File: src/rtl/rv_axi_write_adapter_if.sv
// rtl/rv_axi_write_adapter_if.sv - request, AXI4 write (AW/W/B) and response signal bundle
interface rv_axi_write_adapter_if #(
   parameter int ADDR_WIDTH = 32,
   parameter int DATA_WIDTH = 32,
   parameter int ID_WIDTH   = 1
);
   localparam int STRB_WIDTH = DATA_WIDTH / 8;

   logic                  req_valid;
   logic                  req_ready;
   logic [ADDR_WIDTH-1:0] req_addr;
   logic [DATA_WIDTH-1:0] req_data;
   logic [STRB_WIDTH-1:0] req_strb;

   logic                  AWVALID;
   logic                  AWREADY;
   logic [ADDR_WIDTH-1:0] AWADDR;
   logic [7:0]            AWLEN;
   logic [2:0]            AWSIZE;
   logic [1:0]            AWBURST;
   logic [3:0]            AWCACHE;
   logic                  AWLOCK;
   logic [2:0]            AWPROT;
   logic [3:0]            AWQOS;
   logic [ID_WIDTH-1:0]   AWID;
   logic                  AWUSER;

   logic                  WVALID;
   logic                  WREADY;
   logic [DATA_WIDTH-1:0] WDATA;
   logic [STRB_WIDTH-1:0] WSTRB;
   logic                  WLAST;

   logic                  BVALID;
   logic                  BREADY;
   logic [1:0]            BRESP;
   logic [ID_WIDTH-1:0]   BID;

   logic                  resp_valid;
   logic                  resp_ready;
   logic                  resp_error;

   // master: the adapter's view; slave: the core and interconnect around it
   modport master (
      input  req_valid, req_addr, req_data, req_strb,
      output req_ready,
      output AWVALID, AWADDR, AWLEN, AWSIZE, AWBURST, AWCACHE, AWLOCK, AWPROT, AWQOS, AWID, AWUSER,
      input  AWREADY,
      output WVALID, WDATA, WSTRB, WLAST,
      input  WREADY,
      input  BVALID, BRESP, BID,
      output BREADY,
      output resp_valid, resp_error,
      input  resp_ready
   );

   modport slave (
      output req_valid, req_addr, req_data, req_strb,
      input  req_ready,
      input  AWVALID, AWADDR, AWLEN, AWSIZE, AWBURST, AWCACHE, AWLOCK, AWPROT, AWQOS, AWID, AWUSER,
      output AWREADY,
      input  WVALID, WDATA, WSTRB, WLAST,
      output WREADY,
      output BVALID, BRESP, BID,
      input  BREADY,
      input  resp_valid, resp_error,
      output resp_ready
   );
endinterface

File: src/rtl/rv_axi_write_adapter.sv
// rtl/rv_axi_write_adapter.sv - single-word write requests to AXI4 single-beat writes, in-order responses
module rv_axi_write_adapter #(
   parameter int ADDR_WIDTH      = 32,
   parameter int DATA_WIDTH      = 32,
   parameter int ID_WIDTH        = 1,
   parameter int MAX_OUTSTANDING = 4
) (
   input  logic                    clk,
   input  logic                    rst,
   rv_axi_write_adapter_if.master  bus
);
   localparam int                   STRB_WIDTH = DATA_WIDTH / 8;
   localparam int                   CNT_WIDTH  = $clog2(MAX_OUTSTANDING + 1);
   localparam logic [CNT_WIDTH-1:0] CNT_MAX    = CNT_WIDTH'(MAX_OUTSTANDING);
   localparam logic [2:0]           AXI_SIZE   = 3'($clog2(STRB_WIDTH));

   // Which of the AW/W halves of the current write are still waiting for their handshake
   typedef enum logic [1:0] {
      ST_IDLE,
      ST_BOTH,
      ST_AW_ONLY,
      ST_W_ONLY
   } chan_state_t;

   chan_state_t           state_q;
   chan_state_t           state_d;
   logic [ADDR_WIDTH-1:0] awaddr_q;
   logic [DATA_WIDTH-1:0] wdata_q;
   logic [STRB_WIDTH-1:0] wstrb_q;
   logic [CNT_WIDTH-1:0]  count_q;
   logic                  resp_valid_q;
   logic                  resp_error_q;

   logic                  aw_busy;
   logic                  w_busy;
   logic                  req_ready;
   logic                  accept;
   logic                  bready;
   logic                  b_fire;
   logic                  unused_inputs;

   always_ff @(posedge clk or posedge rst) begin
      if (rst) begin
         state_q <= ST_IDLE;
      end else begin
         state_q <= state_d;
      end
   end

   always_comb begin
      state_d = state_q;
      aw_busy = 1'b0;
      w_busy  = 1'b0;
      case (state_q)
         ST_IDLE: begin
            if (accept) begin
               state_d = ST_BOTH;
            end
         end
         ST_BOTH: begin
            aw_busy = 1'b1;
            w_busy  = 1'b1;
            if (bus.AWREADY && bus.WREADY) begin
               state_d = ST_IDLE;
            end else if (bus.AWREADY) begin
               state_d = ST_W_ONLY;
            end else if (bus.WREADY) begin
               state_d = ST_AW_ONLY;
            end
         end
         ST_AW_ONLY: begin
            aw_busy = 1'b1;
            if (bus.AWREADY) begin
               state_d = ST_IDLE;
            end
         end
         ST_W_ONLY: begin
            w_busy = 1'b1;
            if (bus.WREADY) begin
               state_d = ST_IDLE;
            end
         end
         default: begin
            state_d = ST_IDLE;
         end
      endcase
   end

   assign req_ready = !aw_busy && !w_busy && (count_q < CNT_MAX) && !rst;
   assign accept    = bus.req_valid && req_ready;

   // Payload is only loaded while both channels are idle, so it stays stable under valid
   always_ff @(posedge clk or posedge rst) begin
      if (rst) begin
         awaddr_q <= '0;
         wdata_q  <= '0;
         wstrb_q  <= '0;
      end else if (accept) begin
         awaddr_q <= bus.req_addr;
         wdata_q  <= bus.req_data;
         wstrb_q  <= bus.req_strb;
      end
   end

   assign bready = !resp_valid_q || bus.resp_ready;
   assign b_fire = bus.BVALID && bready;

   // A spurious B with nothing outstanding leaves the count at zero
   always_ff @(posedge clk or posedge rst) begin
      if (rst) begin
         count_q <= '0;
      end else if (accept && !b_fire) begin
         count_q <= count_q + 1'b1;
      end else if (b_fire && !accept && (count_q != '0)) begin
         count_q <= count_q - 1'b1;
      end
   end

   always_ff @(posedge clk or posedge rst) begin
      if (rst) begin
         resp_valid_q <= 1'b0;
         resp_error_q <= 1'b0;
      end else if (b_fire) begin
         resp_valid_q <= 1'b1;
         resp_error_q <= bus.BRESP[1];
      end else if (bus.resp_ready) begin
         resp_valid_q <= 1'b0;
      end
   end

   assign bus.req_ready  = req_ready;
   assign bus.AWVALID    = aw_busy;
   assign bus.AWADDR     = awaddr_q;
   assign bus.AWLEN      = 8'd0;
   assign bus.AWSIZE     = AXI_SIZE;
   assign bus.AWBURST    = 2'b01;
   assign bus.AWCACHE    = 4'b0011;
   assign bus.AWLOCK     = 1'b0;
   assign bus.AWPROT     = 3'b000;
   assign bus.AWQOS      = 4'd0;
   assign bus.AWID       = '0;
   assign bus.AWUSER     = 1'b0;
   assign bus.WVALID     = w_busy;
   assign bus.WDATA      = wdata_q;
   assign bus.WSTRB      = wstrb_q;
   assign bus.WLAST      = 1'b1;
   assign bus.BREADY     = bready;
   assign bus.resp_valid = resp_valid_q;
   assign bus.resp_error = resp_error_q;

   // Single fixed ID, and OKAY/EXOKAY are both treated as success
   assign unused_inputs = ^{bus.BID, bus.BRESP[0]};

   bvalid_needs_outstanding: assert property (
      @(posedge clk) disable iff (rst) bus.BVALID |-> (count_q != '0)
   );
endmodule
File: src/flat_wrapper.sv
// flat-port wrapper written by rule: the top's interface ports become plain ports
module rv_axi_write_adapter_flat 
#(
   parameter int ADDR_WIDTH      = 32,
   parameter int DATA_WIDTH      = 32,
   parameter int ID_WIDTH        = 1,
   parameter int MAX_OUTSTANDING = 4
)
  (clk, rst, bus_req_valid, bus_req_addr, bus_req_data, bus_req_strb, bus_req_ready, bus_AWVALID, bus_AWADDR, bus_AWLEN, bus_AWSIZE, bus_AWBURST, bus_AWCACHE, bus_AWLOCK, bus_AWPROT, bus_AWQOS, bus_AWID, bus_AWUSER, bus_AWREADY, bus_WVALID, bus_WDATA, bus_WSTRB, bus_WLAST, bus_WREADY, bus_BVALID, bus_BRESP, bus_BID, bus_BREADY, bus_resp_valid, bus_resp_error, bus_resp_ready);
  rv_axi_write_adapter_if #(.ADDR_WIDTH(ADDR_WIDTH), .DATA_WIDTH(DATA_WIDTH), .ID_WIDTH(ID_WIDTH)) bus_i ();
  input  logic clk;
  input  logic rst;
  input wire logic [$bits(bus_i.req_valid)-1:0] bus_req_valid;
  input wire logic [$bits(bus_i.req_addr)-1:0] bus_req_addr;
  input wire logic [$bits(bus_i.req_data)-1:0] bus_req_data;
  input wire logic [$bits(bus_i.req_strb)-1:0] bus_req_strb;
  output wire logic [$bits(bus_i.req_ready)-1:0] bus_req_ready;
  output wire logic [$bits(bus_i.AWVALID)-1:0] bus_AWVALID;
  output wire logic [$bits(bus_i.AWADDR)-1:0] bus_AWADDR;
  output wire logic [$bits(bus_i.AWLEN)-1:0] bus_AWLEN;
  output wire logic [$bits(bus_i.AWSIZE)-1:0] bus_AWSIZE;
  output wire logic [$bits(bus_i.AWBURST)-1:0] bus_AWBURST;
  output wire logic [$bits(bus_i.AWCACHE)-1:0] bus_AWCACHE;
  output wire logic [$bits(bus_i.AWLOCK)-1:0] bus_AWLOCK;
  output wire logic [$bits(bus_i.AWPROT)-1:0] bus_AWPROT;
  output wire logic [$bits(bus_i.AWQOS)-1:0] bus_AWQOS;
  output wire logic [$bits(bus_i.AWID)-1:0] bus_AWID;
  output wire logic [$bits(bus_i.AWUSER)-1:0] bus_AWUSER;
  input wire logic [$bits(bus_i.AWREADY)-1:0] bus_AWREADY;
  output wire logic [$bits(bus_i.WVALID)-1:0] bus_WVALID;
  output wire logic [$bits(bus_i.WDATA)-1:0] bus_WDATA;
  output wire logic [$bits(bus_i.WSTRB)-1:0] bus_WSTRB;
  output wire logic [$bits(bus_i.WLAST)-1:0] bus_WLAST;
  input wire logic [$bits(bus_i.WREADY)-1:0] bus_WREADY;
  input wire logic [$bits(bus_i.BVALID)-1:0] bus_BVALID;
  input wire logic [$bits(bus_i.BRESP)-1:0] bus_BRESP;
  input wire logic [$bits(bus_i.BID)-1:0] bus_BID;
  output wire logic [$bits(bus_i.BREADY)-1:0] bus_BREADY;
  output wire logic [$bits(bus_i.resp_valid)-1:0] bus_resp_valid;
  output wire logic [$bits(bus_i.resp_error)-1:0] bus_resp_error;
  input wire logic [$bits(bus_i.resp_ready)-1:0] bus_resp_ready;
  assign bus_i.req_valid = bus_req_valid;
  assign bus_i.req_addr = bus_req_addr;
  assign bus_i.req_data = bus_req_data;
  assign bus_i.req_strb = bus_req_strb;
  assign bus_req_ready = bus_i.req_ready;
  assign bus_AWVALID = bus_i.AWVALID;
  assign bus_AWADDR = bus_i.AWADDR;
  assign bus_AWLEN = bus_i.AWLEN;
  assign bus_AWSIZE = bus_i.AWSIZE;
  assign bus_AWBURST = bus_i.AWBURST;
  assign bus_AWCACHE = bus_i.AWCACHE;
  assign bus_AWLOCK = bus_i.AWLOCK;
  assign bus_AWPROT = bus_i.AWPROT;
  assign bus_AWQOS = bus_i.AWQOS;
  assign bus_AWID = bus_i.AWID;
  assign bus_AWUSER = bus_i.AWUSER;
  assign bus_i.AWREADY = bus_AWREADY;
  assign bus_WVALID = bus_i.WVALID;
  assign bus_WDATA = bus_i.WDATA;
  assign bus_WSTRB = bus_i.WSTRB;
  assign bus_WLAST = bus_i.WLAST;
  assign bus_i.WREADY = bus_WREADY;
  assign bus_i.BVALID = bus_BVALID;
  assign bus_i.BRESP = bus_BRESP;
  assign bus_i.BID = bus_BID;
  assign bus_BREADY = bus_i.BREADY;
  assign bus_resp_valid = bus_i.resp_valid;
  assign bus_resp_error = bus_i.resp_error;
  assign bus_i.resp_ready = bus_resp_ready;
  rv_axi_write_adapter #(.ADDR_WIDTH(ADDR_WIDTH), .DATA_WIDTH(DATA_WIDTH), .ID_WIDTH(ID_WIDTH), .MAX_OUTSTANDING(MAX_OUTSTANDING)) u_core (.clk(clk), .rst(rst), .bus(bus_i));
endmodule
File: config.mk
export PLATFORM = sky130hd
export DESIGN_NAME = rv_axi_write_adapter_flat
export DESIGN_NICKNAME = d
export VERILOG_FILES = /design/src/rtl/rv_axi_write_adapter_if.sv /design/src/rtl/rv_axi_write_adapter.sv /design/src/flat_wrapper.sv
export SDC_FILE = /design/constraint.sdc
export NUM_CORES = 1
export LEC_CHECK = 0
export ABC_AREA = 1
export CORE_ASPECT_RATIO = 1.25
export CORE_MARGIN = 2
export CORE_UTILIZATION = 36
export CTS_BUF_LIST = sky130_fd_sc_hd__clkbuf_4 sky130_fd_sc_hd__clkbuf_8
export DETAILED_ROUTE_END_ITERATION = 10
export GPL_TIMING_DRIVEN = 0
export PLACE_DENSITY = 0.8
export SLEW_MARGIN = 10
export SYNTH_ARGS = -nofsm -noshare
export SYNTH_HDL_FRONTEND = slang
export SYNTH_SLANG_ARGS = --single-unit
File: constraint.sdc
create_clock -name clk -period 2.02 [get_ports clk]
set_input_delay 0.202 -clock clk [delete_from_list [all_inputs] [get_ports clk]]
set_output_delay 0.202 -clock clk [all_outputs]
set_load 0.02 [all_outputs]
==> results of run 1 <==
[worst min path at each step]
stage                                                start                          endpoint  cells after the start
after global placement    u_core.bus.WDATA[18]$_DFFE_PP0P_  u_core.bus.WDATA[18]$_DFFE_PP0P_                      2
after detailed placement  u_core.bus.WDATA[18]$_DFFE_PP0P_  u_core.bus.WDATA[18]$_DFFE_PP0P_                      2
after floorplan                            bus_req_addr[0]  u_core.bus.AWADDR[0]$_DFFE_PP0P_                      2
after global routing                                   rst   u_core.bus.WSTRB[1]$_DFFE_PP0P_                      2
final                                                  rst  u_core.bus.WDATA[28]$_DFFE_PP0P_                      2
after CTS                                              rst   u_core.bus.WSTRB[1]$_DFFE_PP0P_                      2
[cell usage in the layout, fill, tap and decap left out]
master / instances
a211oi_1: 1
a21oi_1: 2
buf_12: 2
buf_2: 7
buf_4: 33
buf_6: 2
bufinv_16: 3
clkbuf_1: 5
clkbuf_8: 9
clkdlybuf4s50_1: 147
clkinv_2: 3
clkinv_4: 1
clkinvlp_4: 1
conb_1: 28
dfrtp_1: 75
dlygate4sd2_1: 1
dlymetal6s2s_1: 1
fa_2: 1
ha_1: 4
ha_2: 1
inv_1: 14
inv_2: 1
nand2_1: 221
nand2_2: 1
nand3_1: 6
nand3_4: 1
nor2_1: 4
nor2_2: 1
o21ai_0: 4
o31ai_1: 1
xor2_1: 1
[sequential cells by signal (all words and copies together), names as in the netlist]
| register | count |
|---|---|
| u_core.bus.AWADDR | 32 |
| u_core.bus.WDATA | 32 |
| u_core.bus.WSTRB | 4 |
| u_core.count_q | 3 |
| u_core.state_q | 2 |
| u_core.bus.resp_error | 1 |
| u_core.bus.resp_valid | 1 |
[metal layers]
metal,up-vias,global-route usage,share of wire
met5,-,0,0
met4,0,0.0846,0.028
met3,28,0.0433,0.077
met2,136,0.286,0.50
met1,1370,0.202,0.40
li1,1478,-,-
[worst max-delay path, delay by kind of cell (launching register included)]
family                   cells  cell delay, ps
buffers and inverters        2             690
adder cells (fa/ha/maj)      1             320
flip-flops                   1             370
[metrics by stage]
stage          instances  instance area [um2]
5_1_grt              702                 5340
3_5_place_dp         682                 5050
3_3_place_gp         680                 5010
2_1_floorplan        411                 3370
6_report             702                 5340
4_1_cts              698                 5300
[repair_timing]
item                                    4_1_cts  5_1_grt
endpoints found under the setup margin        3        4
endpoints found under the hold margin         0        0
resized for setup                             5        2
gates cloned                                  0        0
setup buffers                                 1        4
pin swaps                                     1        0
[final cells by class]
cell class	count	area [um2]	share of cell area
flip-flops and latches	75	1880	0.352
clock inverters	6	105	0.0197
multi-input cells	277	1150	0.216
well taps	120	150	0.0281
plain buffers	42	287	0.0537
repair buffers	156	1570	0.294
inverters	17	72.6	0.0136
clock buffers	9	124	0.0232
[report_power, final]
part,total [mW],leakage [nW],internal [mW],switching (mW)
combinational,3.78,1.69,1.77,2.01
clock,1.34,0.119,0.807,0.535
sequential,2.58,0.935,2.18,0.399
total,7.70,2.75,4.76,2.94
[cell families (layout without fill, tap and decap cells)]
group | count (synthesis) | count (layout) | synth area share
AND/OR/NAND/NOR | 234 | 234 | 0.274
flip-flops | 75 | 75 | 0.574
buffers and inverters | 59 | 230 | 0.108
AO/OA/AOI/OAI | 8 | 8 | 0.0138
adder cells (fa/ha/maj) | 6 | 6 | 0.0253
other | 2 | 28 | 0.00230
XOR/XNOR | 1 | 1 | 0.00268
==> reports/qor.yml, run 1 <==
outcome:
  outcome: "completed"
routing:
  dr.pass1.iters: 4
  vias_per_cell: 4.29
  drtAntennaViolNets: 0
  drc_errors: 0
  vias: 3012
  drtIter0Drc: 138
  avgRoutedWirePerCell_um: 12.1
  totalWireLength_um: 8510
sta:
  fin_crit_sh: 0.950
  rsz0062_at_grt: "false"
  hold_slack_ps: 215
  finalClockSkew_ps: 8.33
  max_freq_mhz: 521
  layout_setup_ws_ps: 100
  hold_viol_final: 0
  setup_violations: 0
  period_needed_ps: 1920
  slew_viol_final: 0
  tns_ps: 0
synthesis:
  ys_seq_area_frac: 0.574
  synth_top_flop_cell: "dfrtp_1"
  syn_avg_cell_area_um2: 8.49
  yosysMostFrequentCell: "nand2_1"
  yosys_warnings: 0
  netlist_area_um2: 3270
  yosys-top-cells-area: "dfrtp_1 57%, nand2_1 25%, buf_4 6.4%"
  synthTopCellsByCount: "221 x nand2_1, 75 x dfrtp_1, 28 x buf_4, 16 x inv_1, 7 x buf_2"
  async_reset_ff_frac: 1.00
  ys_types: 21
  synth_area_leader_cell: "dfrtp_1"
  synth_seq_cells: 75
  synth_cells: 385
  synth_edf_count: 0
  yosysTopAreaCellShare: 0.574
place:
  gp_congestion: 0.829
  port_buffers: 149
  dp_slack_ps: -265
  dp_hpwl_um: 6440
worst_setup_path:
  regToRegStartpoint: "u_core.state_q[1]$_DFFE_PP0P_"
  worstSetupPathType: "flip-flop to output port"
  cp-endpoint: "bus_AWVALID"
  endpoint_kind: "output port"
  cp_max_fo: 4
  r2r_cells: 11
  critical_path.max_stage_delay_ps: 600
  worstPathArrival_ps: 1720
  cp_data_required_time_ps: 1820
  timing.rr.end: "u_core.count_q[2]$_DFFE_PP0P_"
  startpoint_type: "flip-flop"
  cp_cell_sequence: "inv_1, ha_2, clkdlybuf4s50_1"
  slowest_stage: "clkdlybuf4s50_1"
  crit_path_start: "u_core.state_q[1]$_DFFE_PP0P_"
  reg2reg_setup_slack_ps: 130
cells_and_area:
  area_growth_pct: 63.2
  drive_above_1_share: 0.115
  antenna_cells: 0
  nets: 662
  fillCellCount: 753
  final_core_util: 0.610
clock_network:
  clk_latency_ps: 340
  cts_hold_buffers: 0
  path_clk_slew_ps: 80
  clkSinkCount: 75
  numCtsBuffers: 9
  htree_levels: 3
  clock_path_buffers: 2
  cts_tree: "yes"
  root_buffer: "clkbuf_8"
power:
  ir_worst_vdd_mv: 0.776
  p_total_mw: 7.70
  leakage_nw: 2.75
  power_density_nw_per_um2: 1440
flow_run:
  maxCapViolCount: 0
global_routing:
  antenna_found_initial: 0
  grt_pass1_vias: 2908
  grt_use_total: 0.172
  grt_max_degree: 36
  overflow: 0
  grt_pass1_wl_um: 13300
floorplan:
  pin_count: 180
  fp.dieW_um: 89.2
  die_h_um: 111
  start_util: 0.374
  placementRows: 38
  core-area_um2: 8750
  die_area_um2: 9860
worst_hold_path:
  worstHoldPathType: "primary input to asynchronous set/reset pin"
No activity file was read; power rests on OpenSTA's default activity.
==> inputs of run 2 (changes only) <==
--- a/config.mk
+++ b/config.mk
@@ -8,12 +8,12 @@
 export ABC_AREA = 1
 export CORE_ASPECT_RATIO = 1.25
 export CORE_MARGIN = 2
-export CORE_UTILIZATION = 36
+export CORE_UTILIZATION = 43
 export CTS_BUF_LIST = sky130_fd_sc_hd__clkbuf_4 sky130_fd_sc_hd__clkbuf_8
 export DETAILED_ROUTE_END_ITERATION = 10
-export GPL_TIMING_DRIVEN = 0
-export PLACE_DENSITY = 0.8
-export SLEW_MARGIN = 10
+export GPL_TIMING_DRIVEN = 1
+export PLACE_DENSITY = 0.9
+export SLEW_MARGIN = 0
 export SYNTH_ARGS = -nofsm -noshare
 export SYNTH_HDL_FRONTEND = slang
 export SYNTH_SLANG_ARGS = --single-unit
==> constraint.sdc (replaced) <==
create_clock -name clk -period 2.5 [get_ports clk]
set_input_delay 0.25 -clock clk [delete_from_list [all_inputs] [get_ports clk]]
set_output_delay 0.25 -clock clk [all_outputs]
set_load 0.02 [all_outputs]
==> reports/qor.yml, run 2 (synthesis results as in run 1) <==
outcome:
  outcome: "completed"
floorplan:
  die_area_um2: 8320
  fp.dieW_um: 82.0
  pin_count: 180
  core-area_um2: 7360
  die_h_um: 101
  start_util: 0.444
  placementRows: 35
routing:
  totalWireLength_um: 7920
  vias_per_cell: 4.55
  drc_errors: 0
  drtAntennaViolNets: 0
  vias: 2864
  avgRoutedWirePerCell_um: 12.6
  dr.pass1.iters: 5
  drtIter0Drc: 96
worst_setup_path:
  critical_path.max_stage_delay_ps: 590
  path_delay_family: "buffers and inverters"
  worst-path-buf-inv: 3
  crit_top_cell: "inv_1"
  cp_max_fo: 4
  cp_data_required_time_ps: 2250
  worstPathArrival_ps: 1810
  endpoint_kind: "output port"
  startpoint_type: "flip-flop"
  worstSetupPathType: "flip-flop to output port"
  slowest_stage: "clkdlybuf4s50_1"
  cp_cell_sequence: "inv_1, ha_1, nand2_1, inv_1, clkdlybuf4s50_1"
sta:
  finalClockSkew_ps: 15.6
  hold_viol_final: 0
  setup_violations: 0
  layout_setup_ws_ps: 442
  fin_crit_sh: 0.823
  period_needed_ps: 2060
  maxSlewHeadroom: 0.540
  rsz0062_at_grt: "false"
  tns_ps: 0
  tightest_slew_ps: 690
  slew_viol_final: 0
  max_freq_mhz: 486
clock_network:
  ctsResizeCount: 0
  cts_tree: "yes"
  htree_levels: 3
  post_cts_buffers: 0
  path_clk_slew_ps: 80
  root_buffer: "clkbuf_8"
  clk_latency_ps: 340
  numCtsBuffers: 9
  clkSinkCount: 75
  cts_hold_buffers: 0
  clock_path_buffers: 2
power:
  pwr-share-comb: 0.493
  ir_worst_vdd_mv: 0.702
  leakage_nw: 2.50
  pwr-share-clk: 0.160
  p_int_mw: 3.64
  power_density_nw_per_um2: 1220
  switching_share: 0.392
  seq_power_share: 0.348
  switching_power_mw: 2.35
place:
  port_buffers: 149
  gp_congestion: 0.727
  dp_hpwl_um: 5830
  dp_slack_ps: 390
global_routing:
  grt_max_degree: 71
  grt_use_total: 0.195
  antenna_found_initial: 0
  grt_pass1_vias: 2852
  grt_pass1_wl_um: 12400
  overflow: 0
worst_hold_path:
  worstHoldPathType: "primary input to asynchronous set/reset pin"
cells_and_area:
  mostFrequentLayoutCell: "nand2_1"
  area_growth_pct: 50.8
  layout_common_cells: "221 x nand2_1, 149 x clkdlybuf4s50_1, 75 x dfrtp_1"
  antenna_cells: 0
  fillCellCount: 620
  nets: 617
  drive_above_1_share: 0.0465
flow_run:
  maxCapViolCount: 0
-- run 2: layout make-up --
| cell class | instances | area, um2 | area share |
|---|---|---|---|
| Timing Repair Buffer | 153 | 1520 | 0.309 |
| Multi-Input combinational cell | 277 | 1140 | 0.231 |
| Inverter | 17 | 65.1 | 0.0132 |
| Tap cell | 92 | 115 | 0.0234 |
| Clock buffer | 11 | 151 | 0.0307 |
| Clock inverter | 5 | 61.3 | 0.0124 |
| Sequential cell | 75 | 1880 | 0.381 |
-- run 2: power by group through the flow --
stage          registers [mW]  clock network, mW  logic, mW
2_1_floorplan            2.70                  0      0.946
3_3_place_gp             2.07                  0       2.88
3_5_place_dp             2.09                  0       2.98
4_1_cts                  2.09              0.986       2.99
5_1_grt                  2.15               1.04       3.22
6_report                 2.08              0.956       2.95
-- run 2: routing by layer --
metal	routed length (um)	up-vias	part of all wire	global-route usage
met2	3990	133	0.50	0.340
met1	3150	1320	0.40	0.229
li1	-	1392	-	-
met4	198	0	0.025	0.0962
met5	0	-	0	0
met3	582	19	0.074	0.0348
-- run 2: stage by stage --
step | utilization | std cells | cell area (um2) | power, mW | hold WS (ps)
4_1_cts | 0.670 | 630 | 4930 | 6.06 | 367
3_3_place_gp | 0.641 | 614 | 4720 | 4.95 | 460
2_1_floorplan | - | 411 | 3370 | 3.65 | 360
6_report | 0.670 | 630 | 4930 | 5.99 | 376
3_5_place_dp | 0.641 | 614 | 4720 | 5.07 | 464
5_1_grt | 0.670 | 630 | 4930 | 6.40 | 420
-- run 2: final timing paths --
check	from	to	slack [ps]	cells after the start
max	u_core.state_q[0]$_DFFE_PP0P_	bus_req_ready	440	5
min	rst	u_core.bus.resp_valid$_DFFE_PP0P_	380	3
max reg2reg	u_core.state_q[0]$_DFFE_PP0P_	u_core.count_q[2]$_DFFE_PP0P_	480	9
min reg2reg	u_core.bus.WDATA[9]$_DFFE_PP0P_	u_core.bus.WDATA[9]$_DFFE_PP0P_	480	2
max in group asynchronous	rst	u_core.bus.AWADDR[28]$_DFFE_PP0P_	1650	3
min in group clk	bus_req_data[26]	u_core.bus.WDATA[26]$_DFFE_PP0P_	440	3
-- run 2: tightest hold or removal path: stages --
cell             delay, ps
clkdlybuf4s50_1        460
inv_2                   80
buf_4                  330
